## config.mk

```make
export PLATFORM = sky130hd
export DESIGN_NAME = trigger_from_pulse
export DESIGN_NICKNAME = d
export VERILOG_FILES = /design/src/rtl/trigger_from_pulse.sv
export SDC_FILE = /design/constraint.sdc
export NUM_CORES = 1
export LEC_CHECK = 0
export CORE_ASPECT_RATIO = 1.1
export CORE_MARGIN = 8
export CORE_UTILIZATION = 35
export CTS_CLUSTER_DIAMETER = 100
export DETAILED_ROUTE_END_ITERATION = 10
export GPL_TIMING_DRIVEN = 0
export PLACE_DENSITY_LB_ADDON = 0.1
export SYNTH_ARGS = -nofsm -noshare
export SYNTH_HDL_FRONTEND = slang
export SYNTH_SLANG_ARGS = --single-unit
```

## constraint.sdc

```tcl
create_clock -name clk -period 3.09 [get_ports clk]
set_clock_uncertainty 0.15 [all_clocks]
set_input_delay 0.618 -clock clk [delete_from_list [all_inputs] [get_ports clk]]
set_output_delay 0.618 -clock clk [all_outputs]
set_load 0.02 [all_outputs]
```

## src/rtl/trigger_from_pulse.sv

```systemverilog
// rtl/trigger_from_pulse.sv - pulse-to-level trigger generator with retrigger, holdoff and drop counting
module trigger_from_pulse #(
    parameter int CNT_W  = 8,
    parameter int DROP_W = 4
) (
    input  logic              clk,
    input  logic              reset_x,
    input  logic              clk_enable,
    input  logic              pulse_in,
    input  logic [CNT_W-1:0]  hold_len,
    input  logic [CNT_W-1:0]  holdoff_len,
    input  logic              retrig_en,
    output logic              ce_out,
    output logic              trig_out,
    output logic              busy,
    output logic              done,
    output logic [DROP_W-1:0] drop_cnt
);

    typedef enum logic [1:0] {
        IDLE    = 2'd0,
        ACTIVE  = 2'd1,
        HOLDOFF = 2'd2
    } state_t;

    state_t              state_q, state_d;
    logic [CNT_W-1:0]    hold_cnt_q, hold_cnt_d;
    logic [CNT_W-1:0]    hoff_cnt_q, hoff_cnt_d;
    logic                trig_q, trig_d;
    logic                busy_q, busy_d;
    logic                done_q, done_d;
    logic [DROP_W-1:0]   drop_q, drop_d;
    logic [CNT_W-1:0]    hold_load;
    logic                drop_inc;

    assign hold_load = (hold_len == '0) ? CNT_W'(1) : hold_len;

    always_comb begin
        state_d    = state_q;
        hold_cnt_d = hold_cnt_q;
        hoff_cnt_d = hoff_cnt_q;
        trig_d     = trig_q;
        done_d     = done_q;
        drop_inc   = 1'b0;
        if (clk_enable) begin
            done_d = 1'b0;
            case (state_q)
                IDLE: begin
                    if (pulse_in) begin
                        state_d    = ACTIVE;
                        hold_cnt_d = hold_load;
                        trig_d     = 1'b1;
                    end
                end
                ACTIVE: begin
                    if (pulse_in && retrig_en) begin
                        hold_cnt_d = hold_load;
                    end else begin
                        drop_inc = pulse_in;
                        if (hold_cnt_q <= CNT_W'(1)) begin
                            hold_cnt_d = '0;
                            trig_d     = 1'b0;
                            done_d     = 1'b1;
                            if (holdoff_len != '0) begin
                                state_d    = HOLDOFF;
                                hoff_cnt_d = holdoff_len;
                            end else begin
                                state_d = IDLE;
                            end
                        end else begin
                            hold_cnt_d = hold_cnt_q - CNT_W'(1);
                        end
                    end
                end
                HOLDOFF: begin
                    // The edge closing the last holdoff cycle may already accept a new pulse.
                    if (hoff_cnt_q <= CNT_W'(1)) begin
                        hoff_cnt_d = '0;
                        if (pulse_in) begin
                            state_d    = ACTIVE;
                            hold_cnt_d = hold_load;
                            trig_d     = 1'b1;
                        end else begin
                            state_d = IDLE;
                        end
                    end else begin
                        hoff_cnt_d = hoff_cnt_q - CNT_W'(1);
                        drop_inc   = pulse_in;
                    end
                end
                default: begin
                    state_d    = IDLE;
                    hold_cnt_d = '0;
                    hoff_cnt_d = '0;
                    trig_d     = 1'b0;
                end
            endcase
        end
        drop_d = (drop_inc && (drop_q != {DROP_W{1'b1}})) ? drop_q + DROP_W'(1) : drop_q;
        busy_d = (state_d != IDLE);
    end

    always_ff @(posedge clk or negedge reset_x) begin
        if (!reset_x) begin
            state_q    <= IDLE;
            hold_cnt_q <= '0;
            hoff_cnt_q <= '0;
            trig_q     <= 1'b0;
            busy_q     <= 1'b0;
            done_q     <= 1'b0;
            drop_q     <= '0;
        end else begin
            state_q    <= state_d;
            hold_cnt_q <= hold_cnt_d;
            hoff_cnt_q <= hoff_cnt_d;
            trig_q     <= trig_d;
            busy_q     <= busy_d;
            done_q     <= done_d;
            drop_q     <= drop_d;
        end
    end

    assign ce_out   = clk_enable;
    assign trig_out = trig_q;
    assign busy     = busy_q;
    assign done     = done_q;
    assign drop_cnt = drop_q;

endmodule

```

==> results.py <==
metrics = {
    "setup_path": {
        "worstPathRequired_ns": 3.16,
        "cp_max_fo": 8,
        "cp-start-kind": "flop",
        "crit_type": "reg2reg",
        "end_kind": "flop",
        "crit_arrival_ns": 2.67,
    },
    "floorplan": {
        "die_h_um": 91.2,
        "die_area_sq_mm": 0.00769,
        "core_sq_mm": 0.00497,
        "die_x_um": 84.3,
        "row_count": 27,
        "start_util_pct": 36.2,
        "io_pins": 29,
    },
    "power": {
        "power.share.switching_pct": 46.9,
        "powerDensity_mw_per_mm2": 943,
        "combPwrFrac_pct": 59.2,
        "p_leak_nw": 0.891,
        "p_int_mw": 1.10,
        "seq_power_share_pct": 30.7,
        "ir_drop_v": 0.000381,
        "p_sw_mw": 0.969,
        "report.power.total_mw": 2.07,
        "pwr-share-clk_pct": 10.1,
    },
    "global_route": {
        "grt_pass1_vias": 1689,
        "grt_first_pass_wirelength_um": 8050,
        "track_usage_pct": 12.5,
        "grt_overflow_total": 0,
        "grt_max_degree": 26,
        "antenna_found_initial": 0,
    },
    "synth": {
        "synth.avg_cell_area_sq_um": 8.95,
        "synthAdderAreaFrac_pct": 6.26,
        "async_flop_share_pct": 100,
        "synth_top_family_by_area": "simple AND/OR/NAND/NOR gates",
        "synthCells": 201,
        "yosys_warnings": 0,
        "synth-seq-cells": 25,
        "synth_compound_area_share_pct": 24.7,
        "synth_nets": 231,
        "synthSimpleGateAreaFrac_pct": 25.3,
        "synthesis.area_sq_mm": 0.00180,
        "ys.flop_type": "dfrtp_1",
        "yosys-mux-area-fraction_pct": 1.18,
        "ys_types": 51,
        "yosysSeqAreaShare_pct": 34.8,
        "synth_edf_count": 0,
        "synth_xor_area_share_pct": 2.44,
    },
    "clock_network": {
        "cts_tree": "yes",
        "postCtsHoldBufs": 0,
        "clock_sinks": 25,
        "numCtsBuffers": 3,
        "clk_path_buf_depth": 2,
        "path_clk_slew_ns": 0.10,
        "cts-root-buf": "clkbuf_8",
        "htreeDepth": 1,
        "cts_setup_buffers": 0,
        "ctsResizeCount": 0,
        "clk_latency_ns": 0.28,
    },
    "timing": {
        "fin_crit_ns": 2.60,
        "slew_headroom_pct": 46.2,
        "drv_slew": 0,
        "rsz0062_at_grt": "false",
        "worst_pin_slew_ns": 0.797,
        "setup_viol": 0,
        "tns_ns": 0,
        "period_share_pct": 84.3,
        "fmax_mhz": 384,
        "hold_violations": 0,
    },
    "finish": {
        "design_area_sq_mm": 0.00219,
        "drive_above_1_share_pct": 9.87,
        "antenna_cells": 0,
        "multi_input_comb_area_sq_mm": 0.00108,
        "finalCoreUtilization_pct": 44.1,
        "final_nets": 264,
        "final-seq-area_sq_um": 626,
        "instances_no_fill": 291,
        "area_growth_syn_to_layout_pct": 21.9,
        "fillers": 519,
    },
    "worst_hold_path": {
        "hold_path_class": "in2async",
    },
    "place": {
        "dpl_cell_area_sq_mm": 0.00215,
        "port_buffers": 28,
        "place_inst": 287,
        "dp_hpwl_um": 3480,
        "gp_congestion": 0.811,
    },
    "detailed_routing": {
        "drt_iter0_drc": 73,
        "wl_per_cell_um": 15.8,
        "drt-total-wl_um": 4610,
        "vias": 1615,
        "antenna_left": 0,
        "vias_per_cell": 5.55,
        "dr.pass1.iters": 4,
        "drc_errors": 0,
    },
    "outcome": {
        "status": "complete, no violations",
    },
    "job": {
        "drv_cap": 0,
    },
}
## logic make-up (layout without fill, tap and decap cells)
| family | count (synthesis) | in the layout |
|---|---|---|
| AO/OA/AOI/OAI | 65 | 65 |
| flip-flops | 25 | 25 |
| buffers and inverters | 17 | 49 |
| AND/OR/NAND/NOR | 78 | 78 |
| XOR/XNOR | 5 | 5 |
| multiplexers | 2 | 2 |
| adder cells (fa/ha/maj) | 9 | 9 |
## cell usage in the layout (no fill, tap or decap), types with 2 or more instances in the layout
master,instances
a21oi_1,10
and2_1,2
nand2_1,21
nor3b_1,3
inv_1,9
nor2b_1,5
nand3_1,3
nand3b_1,2
nor4_1,5
nor3_1,6
clkdlybuf4s50_1,27
a31oi_1,3
or3_1,2
o31ai_1,4
nand2b_1,4
buf_4,2
a22o_1,9
ha_1,9
o21ai_0,26
xor2_1,2
clkbuf_8,4
buf_6,2
or4_4,2
dfrtp_1,25
nor2_1,13
clkbuf_1,3
xnor2_1,3
## sequential cells by signal, indices dropped and copies added (netlist names)
name and flops:
busy 1, done 1, drop_cnt 4, hoff_cnt_q 8, hold_cnt_q 8, state_q 2
trig_out 1
## area by class of cell
cell class	instances	area share [%]
multi-input cells	159	49.1
plain buffers	8	2.85
repair buffers	28	12.6
clock buffers	3	1.88
well taps	58	3.31
inverters	9	1.54
flip-flops and latches	25	28.5
clock inverters	1	0.228
## critical path, cell delays in order, from the launching register on
cell and delay (ns):
dfrtp_1 0.44, or4_4 0.56, buf_6 0.15, nor4_4 0.23
a22oi_1 0.31, nor2_1 0.49, a22o_1 0.21
## layer usage
metal	up-vias	part of all wire (%)	track usage (%)
met5	-	0	0
met2	35	48	21.1
met1	764	47	15.6
li1	808	-	-
met3	8	3.6	2.23
met4	0	1.4	3.97
## stage by stage
| step | setup WS, ns | hold slack (ns) |
|---|---|---|
| after detailed placement | 0.177 | 0.339 |
| after floorplan | 0.793 | 0.172 |
| after CTS | 0.460 | 0.361 |
| final | 0.486 | 0.171 |
| after global placement | 0.176 | 0.341 |
| after global routing | 0.286 | 0.240 |
## power groups by stage
stage	clock network [mW]	registers [mW]	logic (mW)
2_1_floorplan	0	0.645	0.869
3_3_place_gp	0	0.641	1.23
3_5_place_dp	0	0.640	1.22
4_1_cts	0.215	0.634	1.23
5_1_grt	0.224	0.663	1.37
6_report	0.209	0.635	1.22
## cells in the mapped netlist, types with 2 or more instances
| master | instances | area, sq um |
|---|---|---|
| nor3_1 | 6 | 30.0 |
| nand3_1 | 3 | 15.0 |
| buf_6 | 2 | 22.5 |
| or3_1 | 2 | 12.5 |
| a21oi_1 | 10 | 50.1 |
| nor2_1 | 13 | 48.8 |
| nor4_1 | 5 | 31.3 |
| nand3b_1 | 2 | 15.0 |
| xnor2_1 | 3 | 26.3 |
| nor2b_1 | 5 | 31.3 |
| ha_1 | 9 | 113 |
| o31ai_1 | 4 | 30.0 |
| dfrtp_1 | 25 | 626 |
| nand2b_1 | 4 | 25.0 |
| inv_1 | 9 | 33.8 |
| o21ai_0 | 26 | 130 |
| nor3b_1 | 3 | 22.5 |
| and2_1 | 2 | 12.5 |
| buf_4 | 2 | 15.0 |
| or4_4 | 2 | 22.5 |
| clkbuf_1 | 3 | 11.3 |
| a31oi_1 | 3 | 18.8 |
| xor2_1 | 2 | 17.5 |
| a22o_1 | 9 | 78.8 |
| nand2_1 | 21 | 78.8 |
## path summary, 6_finish.rpt
check,from,end,slack (ns),cells past startpoint
min,reset_x,done,0.17,1
max,hoff_cnt_q[4],hold_cnt_q[0],0.49,6
max in group asynchronous,reset_x,hoff_cnt_q[3],2.23,1
min in group clk,hoff_cnt_q[1],hoff_cnt_q[1],0.35,2
min reg2reg,hoff_cnt_q[1],hoff_cnt_q[1],0.35,2
max reg2reg,hoff_cnt_q[4],hold_cnt_q[0],0.49,6
No activity file was read; power rests on OpenSTA's default activity.
